==> config.mk <==
export PLATFORM = sky130hd
export DESIGN_NAME = updown_counter_core
export DESIGN_NICKNAME = d
export VERILOG_FILES = /design/src/rtl/updown_counter_core.sv
export SDC_FILE = /design/constraint.sdc
export NUM_CORES = 1
export LEC_CHECK = 0
export CAP_MARGIN = 20
export CORE_MARGIN = 8
export CORE_UTILIZATION = 46
export CTS_BUF_LIST = sky130_fd_sc_hd__clkbuf_8 sky130_fd_sc_hd__clkbuf_16
export CTS_CLUSTER_DIAMETER = 40
export DETAILED_ROUTE_END_ITERATION = 10
export PLACE_DENSITY_LB_ADDON = 0.05
export SETUP_SLACK_MARGIN = 0.1
export SYNTH_ARGS = -nofsm -noshare
export SYNTH_HDL_FRONTEND = slang
export SYNTH_SLANG_ARGS = --single-unit
==> constraint.sdc <==
create_clock -name clk -period 2.55 [get_ports clk]
set_clock_uncertainty 0.1 [all_clocks]
set_input_delay 0.6375 -clock clk [delete_from_list [all_inputs] [get_ports clk]]
set_output_delay 0.6375 -clock clk [all_outputs]
set_load 0.005 [all_outputs]
==> src/rtl/updown_counter_core.sv <==
// Loadable, enable-gated, modulo-2^WIDTH up/down counter.
// Priority per edge: reset > load > count > hold; count is a direct flop output.
module updown_counter_core #(
  parameter int WIDTH = 8
) (
  input  logic             clk,
  input  logic             rst_n,
  input  logic             en,
  input  logic             m,
  input  logic             load,
  input  logic [WIDTH-1:0] data_in,
  output logic [WIDTH-1:0] count
);

  localparam logic [WIDTH-1:0] ONE = {{(WIDTH-1){1'b0}}, 1'b1};

  logic [WIDTH-1:0] count_q;
  logic [WIDTH-1:0] count_d;

  // Next-state: load overrides counting; natural WIDTH-bit overflow gives the wrap.
  always_comb begin
    count_d = count_q;
    if (load) begin
      count_d = data_in;
    end else if (en) begin
      if (m) begin
        count_d = count_q + ONE;
      end else begin
        count_d = count_q - ONE;
      end
    end
  end

  // rst_n is active-high; the reset branch never looks at count_d, so unknown
  // inputs during reset cannot leak into the post-reset value.
  always_ff @(posedge clk) begin
    if (rst_n) begin
      count_q <= '0;
    end else begin
      count_q <= count_d;
    end
  end

  assign count = count_q;

endmodule

==> impl_summary.md <==
GRT
The via count of the first global-routing pass is 886. Global routing consumed, over all layers together, 15.5% of the routing resources. Summed over all layers, the global routing overflow is 0.

The number of antenna violations at the first check in global routing was 0. The pin count of the biggest net entering global routing is 12. The first global-routing pass estimated 4000 µm of wire.

Critical path
The worst setup path is launched from a primary input. The kind of end point of the critical path is a flop. The largest stage delay on the critical path is 0.47 ns. By instance count, the cell type seen most on the critical path is o211ai_1. The number of buffer and inverter stages on the critical path is 2.

The signal on the critical path passes through clkdlybuf4s50_1, buf_4, nor3b_2, o211ai_1, mux2_2, o211ai_1. Among all stages on the critical path, the largest delay is contributed by clkdlybuf4s50_1. The top fanout value on the critical path is 7. On the critical path the largest part of the delay comes from buffers and inverters. Data on the critical path is required at its endpoint by 2.60 ns. The category of the critical setup timing path is primary input to flop. The arrival time at the worst endpoint is 2.24 ns.

Clock network
The later pin in the worst-skew pair is clocked with a latency of 0.23 ns. In this run the deepest clock path goes through 2 buffers. After clock tree synthesis, the setup repair step added 0 buffers.

The tree is rooted in a clkbuf_8. The TritonCTS clock tree is done. The clock net in this run drives a total of 8 sinks.

The clock slew at the register clock pins of the worst setup and hold paths is 0.05 ns. The H-tree level count is 1. The number of clock buffers inserted by TritonCTS is 3.

Floorplan
After floorplanning, the core was divided into 14 placement rows. The die is 55.4 µm wide. Once the floorplan was initialized, standard cells occupied 48.0% of the core. 21 I/O pins were placed. The core footprint is 1490 µm².

The floorplan step defined a die boundary enclosing 3070 µm². The vertical extent of the die is 55.4 µm.

Final layout
The fill cell instance count of the final layout is 111. The register area is 160 µm². The multi-input combinational cells in the finished layout cover a total of 604 µm². The post-route netlist has 31.7% of its cells at a drive strength greater than 1. The growth of design area from synthesis to finish is 61.3%. The number of flip-flops under the largest register name is 8.

The finished cells cover 1150 µm². The post-layout utilization of the core is 77.4%. The repair_antennas step left the layout with diodes totalling 0. The layout net count is 142.

STA
The number of max-slew violations in the final report is 0. Setup repair after global routing left no endpoint under its margin. The final number of hold-violating endpoints is 0.

The count of final setup violators is 0. The final critical path takes up 85.8% of the cycle. For the pin with the worst max-slew slack, the measured transition is 0.405 ns. Subtracting the final worst setup slack from the clock period gives 2.19 ns. For this run, the top clock speed supported by timing is 457 MHz. In this run the tightest slew margin relative to its limit is 72.9%.

Logic synthesis
The most used flip-flop cell after synthesis is dfxtp_1. Synthesis instantiated 35 different standard cells from the library. After synthesis the cells add up to 714 µm². Of all flip-flops after synthesis, the portion carrying an async set or reset was 0%.

The post-synthesis average cell area is 8.41 µm². The synthesized instance count is 85. The count of state elements after synthesis is 8. The sequential cell area fraction in the yosys report is 22.4%. The synthesized net count is 105. Counting flops with a built-in enable in the synthesized netlist gives 0.

The number of synthesis warnings is 0.

Drt
After detailed routing, the average wire length per cell comes to 17.4 µm. The via count normalized by instance count is 5.89. The initial DRC count is 11. The routed wire length is 2360 µm. For this run, the detailed router's first-pass iteration total came to 4. The DRC violation count after routing is 0. The number of vias after detailed routing is 801.

The detail route stage leaves a number of antenna-violating nets equal to 0.

Place
The final estimated routing congestion in global placement is 0.820. The final HPWL from detailed placement is 1700 µm. Summing all placed instances gives a cell area of 1030 µm². The number of I/O port buffers is 20.

Outcome
The flow ran to the end, and the final reports show no timing, DRC or antenna violations.

Power and ir drop
The worst-case IR drop observed on VDD is 0.401 mV. Summed over all cells, the static leakage comes to 0.443 nW. The power per cell area is 460 nW/µm².

Worst hold path
The worst hold path belongs to the class flop to flop.

Run
The number of maximum-capacitance violations is 0.
metrics by stage:
step	instances	setup TNS (ns)	power, W	setup WS, ns	hold slack [ns]
5_1_grt	136	0	0.000566	0.213	0.659
2_1_floorplan	85	0	0.000254	0.348	0.549
6_report	136	0	0.000530	0.362	0.574
4_1_cts	136	0	0.000520	0.127	0.583
3_3_place_gp	133	-0.445	0.000340	-0.179	0.558
3_5_place_dp	133	-0.632	0.000346	-0.195	0.575
worst min-delay path, delay by kind of cell, from the launching register on:
family	cells	cell delay [ns]
AO/OA/AOI/OAI	2	0.16
flip-flops	1	0.33
AND/OR/NAND/NOR	2	0.14
kinds of logic after synthesis:
group           Yosys count  synth area share [%]
compound gates           31                  26.6
xor+xnor                  3                  3.68
fa+ha+maj                 7                  13.3
buf+inv                   5                  4.20
flops                     8                  22.4
mux                       2                  2.98
simple gates             29                  26.8
Yosys cell counts (2+ instances only):
library cell	n	area [µm²]
or3b_2	2	17.5
nand2_1	2	7.51
o21ai_0	2	10.0
a211o_1	2	17.5
o211ai_1	2	15.0
o21a_1	4	30.0
nor3b_1	5	37.5
o21ai_1	2	10.0
clkbuf_1	2	7.51
xnor2_1	3	26.3
dfxtp_1	8	160
a211oi_1	2	15.0
nor2_1	8	30.0
a21oi_1	15	75.1
ha_1	6	75.1
power breakdown:
part / leakage [nW] / switching, W / internal [W]
combinational: 0.355 / 0.0000967 / 0.000127
clock: 0.0216 / 0.0000527 / 0.000103
sequential: 0.0664 / 0.0000133 / 0.000138
routing by layer:
layer	GRT usage (%)	vias to the layer above	routed length (µm)	share of wire, %
met5	0	-	0	0
met2	28.2	14	1270	54
met1	16.4	384	973	41
li1	-	399	-	-
met4	6.69	0	26	1.1
met3	3.65	4	91	3.9
layout make-up:
class / count / share of cell area (%)
Clock buffer: 3 / 3.58
Inverter: 1 / 0.326
Multi-Input combinational cell: 72 / 52.4
Sequential cell: 8 / 13.9
Tap cell: 16 / 1.74
Timing Repair Buffer: 36 / 28.0
path summary, 6_finish.rpt:
check	from	endpoint	slack (ns)	cells after the start
min	count[2]$_SDFFE_PP0P_	count[2]$_SDFFE_PP0P_	0.57	4
max	load	count[7]$_SDFFE_PP0P_	0.36	6
min reg2reg	count[2]$_SDFFE_PP0P_	count[2]$_SDFFE_PP0P_	0.57	4
max reg2reg	count[1]$_SDFFE_PP0P_	count[5]$_SDFFE_PP0P_	0.73	5
timing repair:
item                                    4_1_cts  5_1_grt
endpoints found under the setup margin        3        5
gates cloned                                  0        0
gates resized for setup                       8        8
pin swaps                                     1        4
hold buffers                                  0        0
placed cells by master, fill, tap and decap left out, drive strengths merged, types with 2 or more instances in the layout:
cell type and n:
clkdlybuf4s50 19, buf 16, a21oi 15, nor2 8, dfxtp 8, nor3b 6, ha 6, o21a 4
o21ai 4, xnor2 3, clkbuf 3, or3b 3, o211ai 2, nand2 2, a211o 2, a211oi 2
Note: power is estimated with default switching activity, not from simulation.
